==> src/rtl/pipe_pkg.sv <==
// Shared types and default sizing for the pipeline sequencer and its counters.
package pipe_pkg;

   typedef enum logic [1:0] {
      HALT  = 2'd0,
      RUN   = 2'd1,
      STEP  = 2'd2,
      DRAIN = 2'd3
   } state_t;

   localparam int NREGS_DEF       = 4;
   localparam int STALL_AT_DEF    = 1;
   localparam int FLUSH_DEPTH_DEF = 1;
   localparam int CNT_W_DEF       = 32;

endpackage

==> src/rtl/pipe_perf_cnt.sv <==
// Advance, retire and stall event counters; one-cycle update latency, never stalls.
module pipe_perf_cnt
   import pipe_pkg::*;
#(
   parameter int CNT_W = CNT_W_DEF
) (
   input  logic             clk,
   input  logic             rst,
   input  logic             adv,
   input  logic             retire,
   input  logic             stall,
   output logic [CNT_W-1:0] cycle_cnt,
   output logic [CNT_W-1:0] retire_cnt,
   output logic [CNT_W-1:0] stall_cnt
);

   // Counters wrap naturally at 2^CNT_W.
   always_ff @(posedge clk or posedge rst) begin
      if (rst) begin
         cycle_cnt  <= '0;
         retire_cnt <= '0;
         stall_cnt  <= '0;
      end else begin
         if (adv)    cycle_cnt  <= cycle_cnt + 1'b1;
         if (retire) retire_cnt <= retire_cnt + 1'b1;
         if (stall)  stall_cnt  <= stall_cnt + 1'b1;
      end
   end

endmodule

==> src/rtl/pipe_ctl.sv <==
// Pipeline sequencer: run/pause/step/drain FSM with stall/flush enables; enables are combinational, valid is registered.
// Performance counters are built only when PIPE_CTL_PERF_EN is defined; otherwise the count ports read 0.
module pipe_ctl
   import pipe_pkg::*;
#(
   parameter int NREGS       = NREGS_DEF,
   parameter int STALL_AT    = STALL_AT_DEF,
   parameter int FLUSH_DEPTH = FLUSH_DEPTH_DEF,
   parameter int CNT_W       = CNT_W_DEF
) (
   input  logic             clk,
   input  logic             rst,
   input  logic             pause,
   input  logic             step,
   input  logic             drain,
   input  logic             stall_req,
   input  logic             flush_req,
   output logic             pc_en,
   output logic [NREGS-1:0] reg_en,
   output logic [NREGS-1:0] reg_bubble,
   output logic [NREGS-1:0] valid,
   output logic             retire,
   output logic             idle,
   output logic             halted,
   output logic [CNT_W-1:0] cycle_cnt,
   output logic [CNT_W-1:0] retire_cnt,
   output logic [CNT_W-1:0] stall_cnt
);

   state_t           state, state_nxt;
   logic             adv, fetch;
   logic [NREGS-1:0] valid_nxt;

   always_comb begin
      adv   = (state == RUN) | (state == STEP) | ((state == DRAIN) & ~pause);
      fetch = adv & (state != DRAIN);
   end

   always_comb begin
      pc_en      = 1'b0;
      reg_en     = '0;
      reg_bubble = '0;
      valid_nxt  = valid;
      if (adv) begin
         reg_en        = '1;
         pc_en         = fetch;
         valid_nxt     = {valid[NREGS-2:0], fetch};
         reg_bubble[0] = ~fetch;
         if (stall_req) begin
            // Upstream of the bubble point holds; a bubble is injected at STALL_AT.
            pc_en      = 1'b0;
            reg_bubble = '0;
            for (int j = 0; j < NREGS; j++) begin
               if (j < STALL_AT) begin
                  reg_en[j]    = 1'b0;
                  valid_nxt[j] = valid[j];
               end
            end
            reg_bubble[STALL_AT] = 1'b1;
            valid_nxt[STALL_AT]  = 1'b0;
         end else if (flush_req) begin
            for (int j = 0; j < NREGS; j++) begin
               if (j < FLUSH_DEPTH) begin
                  reg_bubble[j] = 1'b1;
                  valid_nxt[j]  = 1'b0;
               end
            end
         end
      end
   end

   always_comb begin
      state_nxt = state;
      case (state)
         HALT: begin
            if (drain)       state_nxt = HALT;
            else if (!pause) state_nxt = RUN;
            else if (step)   state_nxt = STEP;
         end
         RUN: begin
            if (drain)      state_nxt = DRAIN;
            else if (pause) state_nxt = HALT;
         end
         STEP:    state_nxt = HALT;
         DRAIN:   if (valid_nxt == '0) state_nxt = HALT;
         default: state_nxt = HALT;
      endcase
   end

   always_ff @(posedge clk or posedge rst) begin
      if (rst) begin
         state <= HALT;
         valid <= '0;
      end else begin
         state <= state_nxt;
         valid <= valid_nxt;
      end
   end

   assign retire = adv & valid[NREGS-1];
   assign idle   = ~|valid;
   assign halted = (state == HALT);

`ifdef PIPE_CTL_PERF_EN
   pipe_perf_cnt #(.CNT_W(CNT_W)) u_perf (
      .clk        (clk),
      .rst        (rst),
      .adv        (adv),
      .retire     (retire),
      .stall      (adv & stall_req),
      .cycle_cnt  (cycle_cnt),
      .retire_cnt (retire_cnt),
      .stall_cnt  (stall_cnt)
   );
`else
   assign cycle_cnt  = '0;
   assign retire_cnt = '0;
   assign stall_cnt  = '0;
`endif

endmodule
==> config.mk <==
export PLATFORM = sky130hd
export DESIGN_NAME = pipe_ctl
export DESIGN_NICKNAME = d
export VERILOG_FILES = /design/src/rtl/pipe_pkg.sv /design/src/rtl/pipe_perf_cnt.sv /design/src/rtl/pipe_ctl.sv
export SDC_FILE = /design/constraint.sdc
export NUM_CORES = 1
export LEC_CHECK = 0
export CAP_MARGIN = 0
export CORE_ASPECT_RATIO = 1.25
export CORE_MARGIN = 2
export CORE_UTILIZATION = 30
export DETAILED_ROUTE_END_ITERATION = 6
export PLACE_DENSITY = 0.82
export REMOVE_ABC_BUFFERS = 1
export SLEW_MARGIN = 20
export SYNTH_ARGS = -nofsm -noshare
export SYNTH_HDL_FRONTEND = slang
export SYNTH_HIERARCHICAL = 1
export SYNTH_SLANG_ARGS = --single-unit
==> constraint.sdc <==
create_clock -name clk -period 2 [get_ports clk]
set_input_delay 0.3 -clock clk [delete_from_list [all_inputs] [get_ports clk]]
set_output_delay 0.3 -clock clk [all_outputs]
set_load 0.02 [all_outputs]
**Word-level counts from Yosys, hierarchy flattened**

Cells that the tools add are included.

- Equality and inequality tests: 7
- Multiplexer cells: 19
- Bitwise gates (word level): 7
- Reduce and logical (&&, ||, !) cells: 5

Operators with widths:

| cell | count |
|---|---|
| 2-bit two-way mux | 7 |
| 1-bit two-way mux | 9 |
| 4-bit two-way mux | 2 |
| 2-bit case mux with 4 select lines | 1 |
| 2-bit == test, second input constant | 2 |
| 4-bit logical NOT | 1 |
| 4-bit inequality test, second input constant | 1 |
| 4-bit OR reduction | 1 |
| 1-bit AND | 3 |
| 3-bit inequality test, second input constant | 1 |
| 3-bit AND reduction | 1 |
| 2-bit by 1-bit == test with 1-bit output, second input constant | 1 |
| 2-bit logical NOT | 1 |
| 2-bit by 1-bit inequality test with 1-bit output, second input constant | 1 |
| 2-bit inequality test, second input constant | 1 |
| 1-bit inverter | 2 |
| 1-bit OR | 2 |
| 1-bit logical NOT | 1 |

- Register bits: 6
- Input bits: 7
- Output and inout bits: 112
- Logic and storage cells: 40

**Logic depth before layout (Yosys ltp)**

- Depth after elaboration: 10
- Mapped depth: 6
- Depth with buffers taken out: 6

**Worst setup path after synthesis**

No wires, ideal clock.

- Path kind: register to output
- Start: reg state[0]
- End: out reg_bubble[0]
- Arrival: 1.382 ns
- Data required time: 1.700 ns
- Slack: 0.318 ns
- Cell stages (with the launch flop): 5
- Buffers on the path: 0
- Cells stage by stage: dfrtp_1 > inv_1 > ha_1 > nor2b_1 > nor3_1

- Cells in the longest elaborated chain, start to end: 8
- Elaborated cells on any way between the ends: 12
- Those cells by class: eq/ne: 4; mux: 3; bitwise: 5

RTL lines:

| what | line | text |
|---|---|---|
| start, declared | pipe_ctl.sv:30 | `state_t state, state_nxt;` |
| start signal, assigned | pipe_ctl.sv:95 | `state <= state_nxt;` |
| 2-bit by 1-bit == test with 1-bit output or 2-bit == test (tied branches) | pipe_ctl.sv:35 | `adv = (state == RUN) \| (state == STEP) \| ((state == DRAIN) & ~pause);` |
| 1-bit OR or 1-bit AND (tied branches) | pipe_ctl.sv:35 |  |
| 1-bit OR | pipe_ctl.sv:35 |  |
| 1-bit AND | pipe_ctl.sv:36 | `fetch = adv & (state != DRAIN);` |
| 1-bit inverter | pipe_ctl.sv:48 | `reg_bubble[0] = ~fetch;` |
| 1-bit two-way mux | pipe_ctl.sv:61 | `end else if (flush_req) begin` |
| 1-bit two-way mux | pipe_ctl.sv:49 | `if (stall_req) begin` |
| 2-bit two-way mux (*) | pipe_ctl.sv:44 | `if (adv) begin` |
| end, declared | pipe_ctl.sv:20 | `output logic [NREGS-1:0] reg_bubble,` |

Every way passes the cells marked *; elsewhere a longest branch is shown, timed or not.

**Worst setup path in the final report**

- Start: reg state[0]
- End: out reg_en[2]

- Cells in the longest elaborated chain, start to end: 4
- Elaborated cells on any way between the ends: 7
- Those cells by class: eq/ne: 3; mux: 1; bitwise: 3

RTL lines:

| what | line | text |
|---|---|---|
| 2-bit by 1-bit == test with 1-bit output or 2-bit == test (tied branches) | pipe_ctl.sv:35 |  |
| 1-bit OR or 1-bit AND (tied branches) | pipe_ctl.sv:35 |  |
| 1-bit OR (*) | pipe_ctl.sv:35 |  |
| 4-bit two-way mux (*) | pipe_ctl.sv:44 |  |
| end, declared | pipe_ctl.sv:19 | `output logic [NREGS-1:0] reg_en,` |

Marked as above.

==> impl_metrics.ini <==
[timing]
slew_viol_final = 0
setup_viol = 0
rsz0062_at_grt = yes
post-route-min-period_ps = 1956
timing.fmax_ghz = 0.5113
hold_viol = 0
finalCritPeriodShare = 0.9779
whs_ps = 282.3
finClkSkew_ps = 1.842

[cts]
cts_made_buffers = 3
cts_tree = done
cts_setup_buffers = 0
ctsHtreeMaxLevel = 1
ctsHoldBuffers = 0
clkTransAtPathRegs_ps = 40
cts-root-buf = clkbuf_8
clockBufferDepth = 2
cts.sink_count = 6
clk_latency_ps = 230

[synthesis]
synth-seq-cells = 6
synth_common_cells = 101 x buf_4, 6 x dfrtp_1, 5 x inv_1
synth-async-reset-ratio = 1.000
netlist_area_um2 = 1182
synth_top_area_share = 0.6413
postSynthCellCount = 145
synth_top_area_cell = buf_4
yosysWarnings = 6
post-synth-top-count-cell = buf_4
syn_avg_cell_area_um2 = 8.154
ys_types = 22
ys_top_cells_by_area = buf_4 64%, dfrtp_1 13%, ha_1 4.2%
ys.flop_type = dfrtp_1
synth_edf_count = 0
synth.yosys.seq_area_share = 0.1270

[run]
max_cap_violations = 0

[placed_design]
dpl.cell_count = 221
place.gp.congestion = 0.7663
dp_hpwl_um = 1385
numPortBuffers = 20
postPlaceCellArea_um2 = 1101

[final_layout]
layout.cells.non_filler = 224
finalNetCount = 183
post-route-util = 0.3025
fillers = 410
multi_input_area_um2 = 629.4
diodes = 0
regArea_um2 = 150.1
final_area_um2 = 1145
area_delta_synth_final_pct = -3.174
drive_gt1_frac = 0.09412

[die]
dieArea_um2 = 4463
start_util = 0.3124
coreArea_um2 = 3785
die_w_um = 60.15
io_pins = 119
die_h_um = 74.19
row_count = 25

[grt]
grt_pass1_vias = 503
grt_pass1_wl_um = 2208
grt_usage = 0.06648
antenna_found_initial = 0
grt_max_degree = 7
overflow = 0

[worst_setup_path]
rrSetupSlack_ps = 160
cp-end-kind = output pin
critPathMaxFanout = 6
arrival_ps = 1660
r2r_cells = 6
worstPathRequired_ps = 1700
r2r_end = state[0]
r2r-start = state[0]
crit_path_start_kind = flop
path_class = reg2out

[detailed_routing]
avgViaCountPerCell = 3.045
drtIter0Drc = 1
via_count = 682
antenna_left = 0
avgRoutedWirePerCell_um = 7.196
firstDrtPassIters = 2
route.detailed.drc = 0
wirelength_um = 1612

[hold_path]
hold_class = in2async

[outcome]
status = completed

[power_and_ir_drop]
ir_worst_vdd_mv = 0.6102
power.density_nw_per_um2 = 1132
power.leakage_nw = 0.6724
-- sequential cells by signal, summed over array words and instances, names as in the netlist --
signal / flops
state: 2
valid: 4
-- layout by cell type, fill, tap and decap left out, types with 2 or more instances in the layout --
cell and count:
ha_1 3, clkbuf_8 3, o21ai_0 4, mux2_2 4, conb_1 98, buf_4 6, inv_1 5, nor2b_1 3
dlygate4sd2_1 6, clkdlybuf4s15_1 2, nor2_1 2, nand2b_1 3, clkdlybuf4s50_1 12, dfrtp_1 6
-- cell families after synthesis --
logic type	count (synthesis)	share of synthesized area
multiplexers	4	0.03809
buffers and inverters	106	0.6571
other	1	0.003172
adder cells (fa/ha/maj)	4	0.04233
AO/OA/AOI/OAI	7	0.04233
flip-flops	6	0.1270
AND/OR/NAND/NOR	17	0.08995
-- timing repair --
action | 4_1_cts | 5_1_grt
pin swaps | 1 | 0
endpoints found under the setup margin | 8 | 4
resized for setup | 10 | 2
-- through the flow --
| step | setup TNS [ps] | total power (W) | setup WS [ps] |
|---|---|---|---|
| 2_1_floorplan | 0 | 0.0007661 | 318.2 |
| 3_3_place_gp | -296.9 | 0.001133 | -62.13 |
| 3_5_place_dp | -531.1 | 0.001153 | -118.8 |
| 4_1_cts | 0 | 0.001305 | 23.56 |
| 5_1_grt | -69.31 | 0.001386 | -32.25 |
| 6_report | 0 | 0.001296 | 44.26 |
-- critical path, cell delays in order (launching register included) --
cell	delay [ps]
dfrtp_1	370
buf_4	150
ha_1	260
a21oi_4	230
inv_1	90
dlygate4sd2_1	330
-- layer usage --
metal | up-vias | GRT usage | share of wire
met4 | 0 | 0.05185 | 0.022
met3 | 3 | 0.006957 | 0.15
li1 | 304 | - | -
met1 | 296 | 0.05889 | 0.31
met2 | 79 | 0.1304 | 0.52
met5 | - | 0 | 0
-- how the worst max path moves through the flow --
| stage | slack (ps) | endpoint | from | cells after the start |
|---|---|---|---|---|
| 2_1_floorplan | 320 | reg_bubble[0] | state[0] | 4 |
| 3_3_place_gp | -60 | reg_en[3] | pause | 5 |
| 3_5_place_dp | -120 | reg_en[1] | pause | 5 |
| 4_1_cts | 20 | reg_en[1] | state[0] | 5 |
| 5_1_grt | -30 | reg_en[2] | state[0] | 5 |
| 6_report | 40 | reg_en[2] | state[0] | 5 |
-- area by class of cell --
class,instances,area share
Tap cell,54,0.05902
Timing Repair Buffer,26,0.2076
Clock buffer,3,0.03607
Multi-Input combinational cell,130,0.5497
Sequential cell,6,0.1311
Inverter,5,0.01639
-- power breakdown --
group	total (W)	switching (W)	leakage, nW	internal (W)
combinational	0.000904	0.000553	0.572	0.000351
clock	0.000183	0.0000541	0.0216	0.000129
sequential	0.000209	0.0000460	0.0789	0.000163
No activity file was read; power rests on OpenSTA's default activity.
==> variant 1, RTL diff (same flow settings) <==
Re-encode `state_t` (4 states) as one-hot, 4 bits wide.
--- a/src/rtl/pipe_pkg.sv
+++ b/src/rtl/pipe_pkg.sv
@@ -3,7 +3,7 @@
 
-   typedef enum logic [1:0] {
-      HALT  = 2'd0,
-      RUN   = 2'd1,
-      STEP  = 2'd2,
-      DRAIN = 2'd3
+   typedef enum logic [3:0] {
+      HALT  = 4'b0001,
+      RUN   = 4'b0010,
+      STEP  = 4'b0100,
+      DRAIN = 4'b1000
    } state_t;
Function: same outputs for any inputs over 10 cycles, from zero or initial values and one cycle with rst high; not proved beyond that.
==> variant 1 against the original RTL <==
  * The run now ends with setup timing left
  * Routed wire length is 10% higher
  * Combinational power down 37%
  * Design area grew 7.5%
  * Clock skew up 2.5 ps
  * Worst setup slack worse by 100 ps
  * Synthesized area up 3.8%
  * Critical path type unchanged
  * Sequential cell count rose by 2
  * Total power is 22% lower
  * Synthesized cell count rose by 2.8%
  * Largest cell class unchanged
  * Sequential power grew 18%
  * Critical endpoint is now reg_bubble[0]
==> variant 1: results (changes against the original RTL) <==
Timing
  – Final setup viols: 2 (was 0)
  – Skew final: 4.298 ps (was 1.842 ps)
  – Final worst slack: -56.65 ps (was 44.26 ps)
  – Setup_tns: -82.47 ps (was 0 ps)

Final layout
  – Filler Cells Inserted: 420 (was 410)
  – Data buffer area share: 23.07% (was 20.76%)
  – Seq. cell area: 201.4 um^2 (was 150.1 um^2)
  – Layout cells sized above 1: 20.00% (was 9.412%)
  – Fraction of area in multi-input gates: 50.61% (was 54.97%)
  – Clock buffer count: 4 (was 3)
  – Num sequential: 8 (was 6)
  – Multi-input comb cells: 133 (was 130)
  – Clk tree area frac: 3.659% (was 3.607%)
  – Largest regs: state: 4 flops, valid: 4 flops (was valid: 4 flops, state: 2 flops)

Critical path
  – Largest delay share family, worst path: simple AND/OR/NAND/NOR gates (was buffers and inverters)
  – CP max-delay cell: or3b_4 (was dfrtp_1)
  – Max stage delay on crit path: 400 ps (was 370 ps)
  – Crit path max fanout: 3 (was 6)
  – Crit Reg-Reg Endpoint: valid[0] (was state[0])
  – Arrival time worst endpoint: 1760 ps (was 1660 ps)
  – R2R Setup Slk: 140 ps (was 160 ps)

Drt
  – DRT iter0 DRCs: 31 (was 1)
  – WL/cell: 7.517 um (was 7.196 um)
  – First-pass iteration count of the detailed router: 4 (was 2)
  – Via density: 3.199 (was 3.045)

Power and ir drop
  – Switch Pwr: 452.8 uW (was 653.4 uW)
  – Maximum VDD drop: 0.2392 mV (was 0.6102 mV)

Placement
  – Setup Slack @ Placement: -323.3 ps (was -118.8 ps)
  – DP HPWL: 1.495 mm (was 1.385 mm)
  – GPL Wtd Cong: 0.7832 (was 0.7663)

Logic synthesis
  – Synth area leaders: buf_4 62%, dfrtp_1 14%, mux2_2 2.8% (was buf_4 64%, dfrtp_1 13%, ha_1 4.2%)
  – Register area share after synthesis: 16.41% (was 12.70%)
  – Distinct cells, synth: 27 (was 22)

Outcome
  – Failing checks: setup timing
  – Status: complete, but fails checks (was finished clean)

Global routing
  – Tot GR Track Use: 6.655% (was 6.648%)
  – Largest net degree at the start of global routing: 9 (was 7)
  – Global-route wire length before repair: 2.352 mm (was 2.208 mm)

Clocking
  – Clock-pin slew on the worst setup and hold paths: 40 ps (about the same)
  – Post-cts gate resize count: 34 (was 10)
variant 1: cell types whose count changed after synthesis, sizes merged, moves of 2 or more:
cell,delta
nor2,+5
ha,-4
o21ai,-4
inv,-3
nand2b,-3
or3b,+3
and2,+2
xnor2,+2
variant 1: cell families (layout without fill, tap and decap cells):
logic type,count (synthesis),in the layout,synth area share (%)
buf+inv,105,39,63.10
simple gates,24,24,11.83
flops,8,8,16.41
compound gates,5,5,2.957
mux,4,4,3.975
xor+xnor,2,2,1.427
other cells,1,98,0.3055
variant 1: how the worst min path moves through the flow:
stage                  start       end  slack (ps)  cells after the start
finish                   rst  valid[2]         320                      2
global route             rst  valid[2]         350                      2
CTS                      rst  valid[2]         340                      2
detailed placement       rst  state[2]         570                      2
global placement    state[2]  state[3]         560                      2
floorplan                rst  state[1]         110                      1
variant 1: worst reg2reg max path, stage by stage (launching register included):
cell     delay, ps
dfrtp_1        370
or3b_4         400
o22a_1         190
or3_4          360
buf_4          150
mux2_4         290
variant 1: metrics by stage:
| step | instance area [um^2] | total power (uW) | std cells | util (%) |
|---|---|---|---|---|
| after floorplan | 824.5 | 596.7 | 143 | - |
| after global placement | 1192 | 811.2 | 232 | 29.80 |
| after detailed placement | 1192 | 814.8 | 232 | 29.80 |
| after CTS | 1211 | 1012 | 236 | 30.27 |
| after global routing | 1231 | 1087 | 236 | 30.77 |
| final | 1231 | 1014 | 236 | 30.77 |
variant 1: power groups by stage:
stage	Clock, uW	Sequential (uW)	Combinational [uW]
CTS	205	246	561
global placement	0	247	565
floorplan	0	283	314
global route	216	253	619
finish	199	247	568
detailed placement	0	248	566
variant 1: per-layer routing:
layer,global-route usage [%],up-vias,part of all wire (%)
met5,0,-,0
met2,12.65,91,48
met3,1.188,2,19
met1,7.239,327,32
li1,-,335,-
met4,2.174,0,0.73
==> variant 2, RTL diff (same flow settings) <==
Made on the original files. Set the package constant `NREGS_DEF` to 3 (it was 4).
--- a/src/rtl/pipe_pkg.sv
+++ b/src/rtl/pipe_pkg.sv
@@ -10,3 +10,3 @@
 
-   localparam int NREGS_DEF       = 4;
+   localparam int NREGS_DEF       = 3;
    localparam int STALL_AT_DEF    = 1;
Interface: changed (resized reg_bubble, reg_en and valid); port bits go from 119 to 116. No check against the original RTL was run, so the function may have changed too.
==> variant 2 against the original RTL <==
  * The flow now finishes with violations (DRC)
  * Worst setup slack improved by 54 ps
  * Total power decreased by 11%
  * Sequential cell count decreased by 1
  * Design area decreased by 9.0%
  * Routed wire length decreased by 7.4%
  * Synthesized cell count decreased by 2.8%
  * Synthesized area decreased by 4.9%
  * Sequential share of layout area decreased by 1.1 points
  * Highest routed layer unchanged
  * Non-clock buffer count decreased by 2
  * Sequential power decreased by 15%
  * Cell count decreased by 8.5%
==> variant 2: results (changes against the original RTL) <==
Critical path
  – Crit path to: reg_en[0] (was reg_en[2])
  – Crit path launch: state[0] (unchanged)
  – R2R Setup Slk: 290 ps (was 160 ps)
  – Crit Reg-Reg Endpoint: state[1] (was state[0])
  – Crit path max fanout: 9 (was 6)
  – Arrival time worst endpoint: 1600 ps (was 1660 ps)
  – Crit Reg-Reg Startpoint: state[1] (was state[0])
  – Max stage delay on crit path: 360 ps

Logic synthesis
  – Distinct cells, synth: 21 (was 22)
  – Fraction of synthesized cell area in xor and xnor cells: 0% (unchanged)
  – Register area share after synthesis: 11.12% (was 12.70%)
  – Synth Area in Adders: 4.449% (was 4.233%)
  – Ys async rst share: 100.0% (unchanged)
  – Post-synth top cells: 99 x buf_4, 5 x dfrtp_1, 5 x inv_1 (was 101 x buf_4, 6 x dfrtp_1, 5 x inv_1)
  – Post-synthesis mux area share: 3.003% (was 3.810%)
  – Share of the synthesized area in the top cell type: 66.07% (was 64.13%)
  – Synth Area in Compound Gates: 4.116% (was 4.233%)
  – Synth area leaders: buf_4 66%, dfrtp_1 11%, ha_1 4.4% (was buf_4 64%, dfrtp_1 13%, ha_1 4.2%)

Power and ir drop
  – Leakage: 0.0006228 uW (was 0.0006724 uW)
  – Int Power: 567.0 uW (was 643.1 uW)
  – Maximum VDD drop: 0.4781 mV (was 0.6102 mV)
  – Clk power: 187 uW (was 183 uW)
  – Comb pwr share: 68.3% (was 69.8%)
  – Switch Pwr: 585.0 uW (was 653.4 uW)

Clocking
  – Post-CTS Setup Inserts: 0 (unchanged)
  – Clock root cell: clkbuf_8 (unchanged)

Global routing
  – Met2 GRT Util: 10.37% (was 13.04%)
  – Largest net degree at the start of global routing: 10 (was 7)
  – GR Util met1: 4.973% (was 5.889%)
  – Global-route wire length before repair: 1.821 mm (was 2.208 mm)
  – GR Util met3: 1.248% (was 0.6957%)
  – Tot GR Track Use: 5.850% (was 6.648%)

Drt
  – First-pass iteration count of the detailed router: 5 (was 2)
  – Metal3 WL: 235 um (was 236 um)
  – Met1 WL: 429 um (was 504 um)
  – Total number of vias: 645 (was 682)
  – Routed wire length on met2: 779 um (was 835 um)
  – Drc violations: 12 (was 0)
  – WL/cell: 7.283 um (was 7.196 um)
  – DRT iter0 DRCs: 17 (was 1)

Placement
  – DP HPWL: 1.321 mm (was 1.385 mm)
  – GPL Wtd Cong: 0.7456 (was 0.7663)
  – Port Buffer Count: 18 (was 20)
  – Setup Slack @ Placement: -125.4 ps (was -118.8 ps)

Timing
  – Skew final: 0.2347 ps (was 1.842 ps)
  – Hold Slack: 278.9 ps (was 282.3 ps)
  – Hold Violations, Final: 0 (unchanged)
  – Fin crit share: 95.11% (was 97.79%)

Outcome
  – Status: complete, but fails checks (was finished clean)
  – Failing checks: DRC

Final layout
  – Layout cells sized above 1: 10.24% (was 9.412%)
  – Largest regs: valid: 3 flops, state: 2 flops (was valid: 4 flops, state: 2 flops)
  – # diodes: 0 (unchanged)
  – Final net count: 178 (was 183)
  – Filler Cells Inserted: 383 (was 410)
variant 2: cell types whose count changed after synthesis:
cell and change:
o41ai_2 -1, nor3_1 +1, nor2b_1 +1, mux2_2 -3
o31ai_2 +1, and2b_1 -1, dfrtp_1 -1, buf_4 -2
nor4_1 -1, mux2_1 +2
variant 2: through the flow:
| stage | cells | area [um^2] | util (%) |
|---|---|---|---|
| 2_1_floorplan | 138 | 742.0 | - |
| 3_3_place_gp | 201 | 1016 | 28.67 |
| 3_5_place_dp | 201 | 1016 | 28.67 |
| 4_1_cts | 205 | 1052 | 29.70 |
| 5_1_grt | 205 | 1042 | 29.41 |
| 6_report | 205 | 1042 | 29.41 |
variant 2: final cells by class:
type | count | share of cell area (%)
flip-flops and latches | 5 | 12.00
multi-input cells | 128 | 57.62
clock buffers | 4 | 4.322
inverters | 5 | 1.801
repair buffers | 24 | 19.57
well taps | 39 | 4.682
variant 2: repair_timing:
item,in CTS,in global routing
resized for setup,7,12
setup endpoints to repair,7,6
endpoints found under the hold margin,0,0
hold buffers,0,0
